## config.mk

```make
export PLATFORM = sky130hd
export DESIGN_NAME = ysyx_22040365_ifu
export DESIGN_NICKNAME = d
export VERILOG_FILES = /design/src/rtl/ysyx_22040365_ifu_pkg.sv /design/src/rtl/ysyx_22040365_pc_reg.sv /design/src/rtl/ysyx_22040365_ifu.sv
export SDC_FILE = /design/constraint.sdc
export NUM_CORES = 1
export LEC_CHECK = 0
export CORE_UTILIZATION = 46
export CTS_CLUSTER_DIAMETER = 80
export DETAILED_ROUTE_END_ITERATION = 12
export GPL_ROUTABILITY_DRIVEN = 0
export GPL_TIMING_DRIVEN = 0
export MAX_ROUTING_LAYER = met4
export PLACE_DENSITY = 0.81
export RECOVER_POWER = 25
export SLEW_MARGIN = 5
export SYNTH_ARGS = -nofsm -noshare
export SYNTH_HDL_FRONTEND = slang
export SYNTH_SLANG_ARGS = --single-unit
```

## constraint.sdc

```tcl
create_clock -name clk -period 3 [get_ports clk]
set_clock_uncertainty 0.15 [all_clocks]
set_input_delay 0.6 -clock clk [delete_from_list [all_inputs] [get_ports clk]]
set_output_delay 0.6 -clock clk [all_outputs]
set_load 0.05 [all_outputs]
```

## src/rtl/ysyx_22040365_ifu_pkg.sv

```systemverilog
// Shared IFU definitions: state encoding, reset PC, NOP encoding and the alignment helper.
// Optional misaligned-redirect trap is enabled by defining YSYX_22040365_IFU_MISALIGN_CHK_EN.
package ysyx_22040365_ifu_pkg;

  localparam int          DEF_ADDR_W   = 64;
  localparam logic [63:0] DEF_RESET_PC = 64'h0000_0000_8000_0000;
  localparam logic [31:0] NOP_INST     = 32'h0000_0013;

  typedef enum logic [2:0] {
    ST_IDLE = 3'd0,
    ST_REQ  = 3'd1,
    ST_WAIT = 3'd2,
    ST_HOLD = 3'd3,
    ST_PARK = 3'd4
  } ifu_state_e;

  function automatic logic is_misaligned(input logic [1:0] lsb);
    return (lsb != 2'b00);
  endfunction

endpackage

```

## src/rtl/ysyx_22040365_pc_reg.sv

```systemverilog
// PC register: reset value, +4 step after a fetch, redirect load.
// With YSYX_22040365_IFU_MISALIGN_CHK_EN a misaligned redirect leaves the PC alone and raises a sticky flag.
module ysyx_22040365_pc_reg
  import ysyx_22040365_ifu_pkg::*;
#(
  parameter int               ADDR_W   = DEF_ADDR_W,
  parameter logic [ADDR_W-1:0] RESET_PC = DEF_RESET_PC[ADDR_W-1:0]
) (
  input  logic              clk,
  input  logic              rst_n,
  input  logic              redirect_en,
  input  logic [ADDR_W-1:0] redirect_pc,
  input  logic              inc_en,
  output logic [ADDR_W-1:0] pc,
  output logic              redirect_bad,
  output logic              misalign
);

  logic [ADDR_W-1:0] pc_r;
  logic [ADDR_W-1:0] target_s;

`ifdef YSYX_22040365_IFU_MISALIGN_CHK_EN
  logic misalign_r;

  assign target_s     = redirect_pc;
  assign redirect_bad = redirect_en & is_misaligned(redirect_pc[1:0]);
  assign misalign     = misalign_r;

  // Sticky flag: every accepted redirect re-evaluates it, so an aligned one clears it
  always_ff @(posedge clk or negedge rst_n) begin
    if (!rst_n) begin
      misalign_r <= 1'b0;
    end else if (redirect_en) begin
      misalign_r <= redirect_bad;
    end else begin
      misalign_r <= misalign_r;
    end
  end
`else
  logic unused_lsb_s;

  assign unused_lsb_s = ^redirect_pc[1:0];
  assign target_s     = {redirect_pc[ADDR_W-1:2], 2'b00};
  assign redirect_bad = 1'b0;
  assign misalign     = 1'b0;
`endif

  // Redirect outranks the sequential step; a rejected (misaligned) redirect holds the PC
  always_ff @(posedge clk or negedge rst_n) begin
    if (!rst_n) begin
      pc_r <= RESET_PC;
    end else if (redirect_en) begin
      pc_r <= redirect_bad ? pc_r : target_s;
    end else if (inc_en) begin
      pc_r <= pc_r + ADDR_W'(4);
    end else begin
      pc_r <= pc_r;
    end
  end

  assign pc = pc_r;

endmodule

```

## src/rtl/ysyx_22040365_ifu.sv

```systemverilog
// Instruction fetch unit: single-outstanding fetch FSM, wrong-path drop flag and one-entry inst buffer.
// Define YSYX_22040365_IFU_MISALIGN_CHK_EN to trap misaligned redirects into a parked state.
module ysyx_22040365_ifu
  import ysyx_22040365_ifu_pkg::*;
#(
  parameter logic [63:0] RESET_PC = DEF_RESET_PC,
  parameter int          ADDR_W   = DEF_ADDR_W
) (
  input  logic              clk,
  input  logic              rst_n,
  output logic              req_valid,
  input  logic              req_ready,
  output logic [ADDR_W-1:0] req_addr,
  input  logic              resp_valid,
  input  logic [31:0]       resp_data,
  output logic              inst_valid,
  input  logic              inst_ready,
  output logic [31:0]       inst,
  output logic [ADDR_W-1:0] inst_pc,
  input  logic              redirect_valid,
  input  logic [ADDR_W-1:0] redirect_pc,
  output logic              ifu_misalign
);

  ifu_state_e        state_r, state_nxt_s;
  logic              drop_r, drop_nxt_s;
  logic [31:0]       inst_r;
  logic [ADDR_W-1:0] inst_pc_r;
  logic [ADDR_W-1:0] pc_s;
  logic              redirect_en_s;
  logic              redirect_bad_s;
  logic              capture_s;

  assign redirect_en_s = redirect_valid & (state_r != ST_IDLE);
  assign capture_s     = (state_r == ST_WAIT) & resp_valid & ~drop_r & ~redirect_en_s;

  ysyx_22040365_pc_reg #(
    .ADDR_W   (ADDR_W),
    .RESET_PC (RESET_PC[ADDR_W-1:0])
  ) u_pc_reg (
    .clk          (clk),
    .rst_n        (rst_n),
    .redirect_en  (redirect_en_s),
    .redirect_pc  (redirect_pc),
    .inc_en       (capture_s),
    .pc           (pc_s),
    .redirect_bad (redirect_bad_s),
    .misalign     (ifu_misalign)
  );

  // State and drop flag register
  always_ff @(posedge clk or negedge rst_n) begin
    if (!rst_n) begin
      state_r <= ST_IDLE;
      drop_r  <= 1'b0;
    end else begin
      state_r <= state_nxt_s;
      drop_r  <= drop_nxt_s;
    end
  end

  // Next state; drop marks an accepted request whose response must be thrown away
  always_comb begin
    state_nxt_s = state_r;
    drop_nxt_s  = drop_r;
    case (state_r)
      ST_IDLE: begin
        state_nxt_s = ST_REQ;
      end
      ST_REQ: begin
        if (redirect_en_s) begin
          drop_nxt_s  = req_ready;
          state_nxt_s = redirect_bad_s ? ST_PARK : (req_ready ? ST_WAIT : ST_REQ);
        end else begin
          state_nxt_s = req_ready ? ST_WAIT : ST_REQ;
        end
      end
      ST_WAIT: begin
        if (resp_valid) begin
          drop_nxt_s = 1'b0;
          if (redirect_en_s) begin
            state_nxt_s = redirect_bad_s ? ST_PARK : ST_REQ;
          end else begin
            state_nxt_s = drop_r ? ST_REQ : ST_HOLD;
          end
        end else if (redirect_en_s) begin
          drop_nxt_s  = 1'b1;
          state_nxt_s = redirect_bad_s ? ST_PARK : ST_WAIT;
        end else begin
          state_nxt_s = ST_WAIT;
        end
      end
      ST_HOLD: begin
        if (redirect_en_s) begin
          state_nxt_s = redirect_bad_s ? ST_PARK : ST_REQ;
        end else begin
          state_nxt_s = inst_ready ? ST_REQ : ST_HOLD;
        end
      end
      ST_PARK: begin
        drop_nxt_s = drop_r & ~resp_valid;
        if (redirect_en_s && !redirect_bad_s) begin
          // A request still in flight must be drained before issuing a new one
          state_nxt_s = (drop_r & ~resp_valid) ? ST_WAIT : ST_REQ;
        end else begin
          state_nxt_s = ST_PARK;
        end
      end
      default: begin
        state_nxt_s = ST_IDLE;
        drop_nxt_s  = 1'b0;
      end
    endcase
  end

  // Handshake outputs decoded from the registered state
  always_comb begin
    req_valid  = 1'b0;
    inst_valid = 1'b0;
    case (state_r)
      ST_REQ:  req_valid  = 1'b1;
      ST_HOLD: inst_valid = 1'b1;
      default: begin
        req_valid  = 1'b0;
        inst_valid = 1'b0;
      end
    endcase
  end

  // One-entry instruction buffer, loaded only by a live (non-dropped) response
  always_ff @(posedge clk or negedge rst_n) begin
    if (!rst_n) begin
      inst_r    <= NOP_INST;
      inst_pc_r <= '0;
    end else if (capture_s) begin
      inst_r    <= resp_data;
      inst_pc_r <= pc_s;
    end else begin
      inst_r    <= inst_r;
      inst_pc_r <= inst_pc_r;
    end
  end

  assign req_addr = pc_s;
  assign inst     = inst_r;
  assign inst_pc  = inst_pc_r;

endmodule

```

==> results of run 1 <==
## worst max-delay path: stages
cell and delay [ns]:
clkdlybuf4s50_1 0.59, nand2b_1 0.18, nor4_4 0.23, buf_4 0.23, nand3_4 0.15, buf_6 0.21, clkbuf_1 0.28, o31ai_1 0.34
a31oi_1 0.12
## power by group
| group | switching (mW) | internal [mW] |
|---|---|---|
| clock | 0.859 | 1.44 |
| sequential | 0.847 | 3.05 |
| combinational | 4.43 | 2.36 |
| total | 6.13 | 6.84 |
## layout make-up
class	instances	share of cell area
clock inverter	7	0.0124
buffer	43	0.0180
sequential	160	0.362
tap	216	0.0244
multi-input combinational	483	0.303
clock buffer	25	0.0429
timing repair buffer	260	0.236
inverter	6	0.00203
## metrics by stage
| step | TNS (ns) | std cells | util | setup slack, ns | hold WS, ns |
|---|---|---|---|---|---|
| global route | 0 | 1200 | 0.695 | 0.0180 | 0.366 |
| floorplan | 0 | 693 | - | 0.444 | 0.154 |
| finish | 0 | 1200 | 0.695 | 0.183 | 0.354 |
| detailed placement | -31.30 | 1167 | 0.656 | -0.493 | 0.344 |
| global placement | -970.05 | 1165 | 0.653 | -5.49 | 0.338 |
| CTS | 0 | 1198 | 0.694 | 0.00717 | 0.0763 |
## cell usage after synthesis, drive strengths merged, types with 13 or more instances
cell	number
mux2	94
nand2	56
nand4	30
o31ai	13
buf	13
or4	16
or3	17
dfrtp	156
xor2	23
and3	13
o21ai	45
nor2	45
a31oi	33
nand3	35
clkbuf	31
## how the worst min path moves through the flow
stage	from	to	slack, ns	cells past startpoint
floorplan	rst_n	drop_r$_DFFE_PN0P_	0.15	0
global placement	inst[20]$_DFFE_PN0P_	inst[20]$_DFFE_PN0P_	0.34	1
detailed placement	inst_pc[5]$_DFFE_PN0P_	inst_pc[5]$_DFFE_PN0P_	0.34	1
CTS	rst_n	inst_pc[51]$_DFFE_PN0P_	0.08	1
global route	inst_pc[57]$_DFFE_PN0P_	inst_pc[57]$_DFFE_PN0P_	0.37	1
finish	inst_pc[62]$_DFFE_PN0P_	inst_pc[62]$_DFFE_PN0P_	0.35	1
## flip-flops by register name, summed over array words and instances (netlist names)
signal       cells
inst_pc         62
u_pc_reg.pc     62
inst            32
state_r          3
drop_r           1
## routing by layer
metal	GRT usage	routed length (um)	vias to the layer above
li1	-	-	3088
met1	0.347	9140	3312
met4	0.114	517	0
met3	0.0861	2290	48
met2	0.452	11100	327
met5	-	0	-
## kinds of logic after synthesis
group | after synthesis | synth area share
AND/OR/NAND/NOR | 247 | 0.179
flip-flops | 160 | 0.530
AO/OA/AOI/OAI | 109 | 0.0878
multiplexers | 95 | 0.141
buffers and inverters | 50 | 0.0298
XOR/XNOR | 26 | 0.0301
adder cells (fa/ha/maj) | 1 | 0.00165
other | 1 | 0.000496
## timing repair
item / 4_1_cts / 5_1_grt
setup buffers: 0 / 2
gates resized for setup: 1 / 1
pin swaps: 1 / 1
hold buffers: 0 / 0
endpoints found under the setup margin: 35 / 15
==> flow_summary.ini, run 1 <==
[run_status]
outcome = finished, violations left
violations = capacitance limit, slew limit

[logic_synthesis]
synth_top_cells_by_area = dfrtp_1, mux2_2, o21ai_0, nand2_1, a31oi_1
synth_flop_cell = dfrtp_1
yosys.cell_types.count = 46
syn_area_um2 = 7570
synth.ff_latch_count = 160
synth_edf_count = 0
synth.largest_area_cell = dfrtp_1
post_synth.cell_area_avg_um2 = 11.0
postSynth.asyncResetShare = 1.00
synth.yosys.seq_area_share = 0.530
yosysTopAreaCellShare = 0.516
post_synth_inst_count = 689
synthesis.yosys.warnings = 0

[grt]
groute.usage.overall = 0.288
grt_remaining_overflow = 0
wire_length_of_the_first_global_routing_pass_mm = 35.7
pin_count_of_the_biggest_net_entering_global_routing = 94
vias_in_the_first_global_route = 6701
initial_antenna_violation_count = 0

[floorplanning]
die_area_um2 = 17000
die-height_um = 130
floorplan.die.width_um = 130
initial_utilization = 0.475
fp-row-count = 46
fp.coreArea_um2 = 15900
top_level_ports = 265

[clock_network]
clock_tree.root_cell = clkbuf_16
cts.reportedPaths.clkPinSlew_ns = 0.06
cts_tree = done
cts_sinks = 160
max-clock-path-buffers = 2
insertion_delay_ns = 0.43
cts_made_buffers = 17
h-tree-depth = 4

[route]
route.final.wire_length_mm = 23.0
viasPerCell = 5.65
wl_per_cell_um = 19.2
detail_route.first_pass.iterations = 5
ant_nets = 0
drc = 0
initialDrtViolationCount = 444
via_count = 6775

[placement]
placed_area_um2 = 10500
detailed_place_hpwl_mm = 16.6
total_of_buffers_placed_on_input_and_output_ports = 256

[finish]
multi_input_comb_area_um2 = 3350
fillCellCount = 1226
regArea_um2 = 4010
final_layout_size_suffix_gt1_frac = 0.154
antenna-diode-count = 0
final_design_area_no_fill_um2 = 11100
most-common-layout-cells = clkdlybuf4s50_1, dfrtp_1, mux2_2
synthToLayoutAreaGrowth_pct = 46.4
layout.cells.most_common = clkdlybuf4s50_1
nNetsFinal = 1074

[critical_path]
regToRegStartpoint = u_pc_reg.pc[31]$_DFFE_PN1P_
setup.worst_path.class = input pin to flip-flop
endpoint = u_pc_reg.pc[53]$_DFFE_PN0P_
crit_fanout = 10
regToRegSetupSlack_ns = 0.21
timing.critical_path.arrival_ns = 2.95
worstRegToRegCells = 5
worst_setup_path_start_kind = input pin
critPathRequiredTime_ns = 3.13
end_kind = flip-flop
r2r_end = u_pc_reg.pc[54]$_DFFE_PN0P_
cp-startpoint = resp_valid

[power_and_ir_drop]
ir_drop_uv = 840
power.density_nw_per_um2 = 1170
lkg_pwr_nw = 4.43
totalPowerFinal_mw = 13.0

[timing]
rsz0062_at_grt = false
setup-violations-final = 0
worst_slew_pin_tran_ns = 2.36
slew_headroom = -0.573
final-max-slew-violation-count = 93
finalHoldViolations = 0
period_share = 0.939
fmax_ghz = 0.355
layout_min_cycle_time_ns = 2.82

[flow_run]
maxcap_violations = 1

[worst_hold_path]
hold_class = flip-flop to flip-flop
Power figures use the tool's default switching activity.
==> run 2, diff against run 1 <==
--- a/config.mk
+++ b/config.mk
@@ -13,6 +13,7 @@
 export MAX_ROUTING_LAYER = met4
 export PLACE_DENSITY = 0.81
 export RECOVER_POWER = 25
+export REMOVE_ABC_BUFFERS = 1
 export SLEW_MARGIN = 5
 export SYNTH_ARGS = -nofsm -noshare
 export SYNTH_HDL_FRONTEND = slang
==> run 2 against run 1 <==
- the flow still finishes with violations (capacitance limit, slew limit)
- first-iteration DRC count fell by 31%
- wire length fell by 7.6%
- core utilization barely moved
- combinational power fell by 1%
- register-to-register slack got worse by 0.04 ns
- largest cell class unchanged
- highest routed layer unchanged
- final cell count fell by 1.4%
==> flow_summary.ini, run 2 (same netlist as run 1, synthesis figures left out) <==
[placement]
dp.cells = 1140
total_of_buffers_placed_on_input_and_output_ports = 257
placed_area_um2 = 10400
detailed_place_hpwl_mm = 15.2

[timing]
rsz0062_at_grt = false
slew_headroom = -0.302
period_share = 0.951
fmax_ghz = 0.351
finalHoldViolations = 0
layout_min_cycle_time_ns = 2.85
setup-violations-final = 0
final-max-slew-violation-count = 78
worst_slew_pin_tran_ns = 1.95

[finish]
layout.cells.most_common = clkdlybuf4s50_1
final_cell_count_no_fill = 1183
final_design_area_no_fill_um2 = 11100
synthToLayoutAreaGrowth_pct = 46.4
most-common-layout-cells = clkdlybuf4s50_1, dfrtp_1, mux2_2
nNetsFinal = 1057
antenna-diode-count = 0
final_layout_size_suffix_gt1_frac = 0.179

[route]
via_count = 6540
drc = 0
initialDrtViolationCount = 305
route.final.wire_length_mm = 21.3
detail_route.first_pass.iterations = 5
wl_per_cell_um = 18.0
viasPerCell = 5.53
ant_nets = 0

[critical_path]
timing.critical_path.arrival_ns = 2.10
cp-startpoint = state_r[1]$_DFF_PN0_
end_kind = output pin
worst_setup_path_start_kind = flip-flop
setup.worst_path.class = flip-flop to output pin
critPathRequiredTime_ns = 2.25
regToRegStartpoint = state_r[1]$_DFF_PN0_
crit_fanout = 11

[clock_network]
max-clock-path-buffers = 2
clock_tree.root_cell = clkbuf_16
cts_tree = done
cts_made_buffers = 17
insertion_delay_ns = 0.43
cts_sinks = 160
cts.reportedPaths.clkPinSlew_ns = 0.06
h-tree-depth = 4

[grt]
pin_count_of_the_biggest_net_entering_global_routing = 85
groute.usage.overall = 0.261
grt_remaining_overflow = 0
wire_length_of_the_first_global_routing_pass_mm = 32.8
initial_antenna_violation_count = 0
vias_in_the_first_global_route = 6361

[power_and_ir_drop]
power_frac_comb = 0.528
power.density_nw_per_um2 = 1140
seqPwrFrac = 0.312
ir_drop_uv = 863
clock_power_share = 0.160
cellInternalPower_mw = 6.51
net-switching-power_mw = 6.14
lkg_pwr_nw = 4.44
power.share.switching = 0.485
totalPowerFinal_mw = 12.6

[floorplanning]
top_level_ports = 265
fp-row-count = 46
floorplan.die.width_um = 130
die_area_um2 = 17000
fp.coreArea_um2 = 15900
die-height_um = 130
initial_utilization = 0.475

[run_status]
outcome = finished, violations left
violations = capacitance limit, slew limit

[worst_hold_path]
hold_path_startpoint = inst_pc[36]$_DFFE_PN0P_
hold_class = flip-flop to flip-flop

[flow_run]
maxcap_violations = 1
==> run 2: cell types whose count changed in the layout (fill, tap and decap cells not counted), sizes merged <==
| cell | before | now |
|---|---|---|
| clkdlybuf4s50 | 253 | 254 |
| inv | 6 | 11 |
| clkbuf | 56 | 19 |
| buf | 17 | 29 |
| bufinv | 4 | 0 |
| clkinvlp | 1 | 4 |
| clkinv | 2 | 5 |
==> run 2: layout make-up <==
type / instances / area (um2)
clock buffer: 18 / 439
clock inverter: 14 / 106
fill: 1224 / 4870
inverter: 6 / 22.5
multi-input combinational: 483 / 3390
sequential: 160 / 4010
tap: 216 / 270
timing repair buffer: 286 / 2830
==> run 2: what timing repair did <==
item,4_1_cts,5_1_grt
resized for setup,4,2
hold buffers,0,0
buffers inserted,9,2
endpoints found under the setup margin,72,10
pin swaps,3,1
==> run 2: final timing paths <==
kind                                          endpoint  slack, ns  cells after the start
hold / removal                 inst_pc[36]$_DFFE_PN0P_       0.36                      1
min in group asynchronous  u_pc_reg.pc[40]$_DFFE_PN0P_       0.54                      1
setup reg to reg               inst_pc[59]$_DFFE_PN0P_       0.17                      8
max in group asynchronous      inst_pc[18]$_DFFE_PN0P_       0.55                      2
setup / recovery                            inst_valid       0.15                      3
hold reg to reg                inst_pc[36]$_DFFE_PN0P_       0.36                      1
==> run 2: metal layers <==
metal,share of wire,wire length [um],vias to the layer above,GRT usage
met5,0,0,-,-
met4,0.013,267,0,0.0834
met3,0.075,1590,21,0.0607
met2,0.50,10700,247,0.431
met1,0.41,8710,3200,0.316
li1,-,-,3072,-
==> run 2: power groups by stage <==
stage          combinational [mW]  sequential [mW]  clock [mW]
2_1_floorplan                1.37             6.80           0
3_3_place_gp                 6.61             3.91           0
3_5_place_dp                 6.70             3.98           0
4_1_cts                      6.72             3.94        2.06
5_1_grt                      7.00             4.09        2.15
6_report                     6.68             3.94        2.02
==> run 2: metrics by stage <==
| stage | hold slack [ns] | setup slack [ns] | TNS [ns] | util |
|---|---|---|---|---|
| after floorplan | 0.154 | -8.16 | -831.12 | - |
| after global placement | 0.338 | -13.73 | -2314.30 | 0.641 |
| after detailed placement | 0.344 | -0.906 | -52.39 | 0.655 |
| after CTS | 0.0167 | 0.0980 | 0 | 0.695 |
| after global routing | 0.363 | 0.0179 | 0 | 0.695 |
| final | 0.356 | 0.148 | 0 | 0.695 |
==> run 2: critical path, cell delays in order, from the launching register on <==
cell and delay (ns):
dfrtp_1 0.58, nand2b_1 0.37, nor2_1 0.18, dlygate4sd2_1 0.54
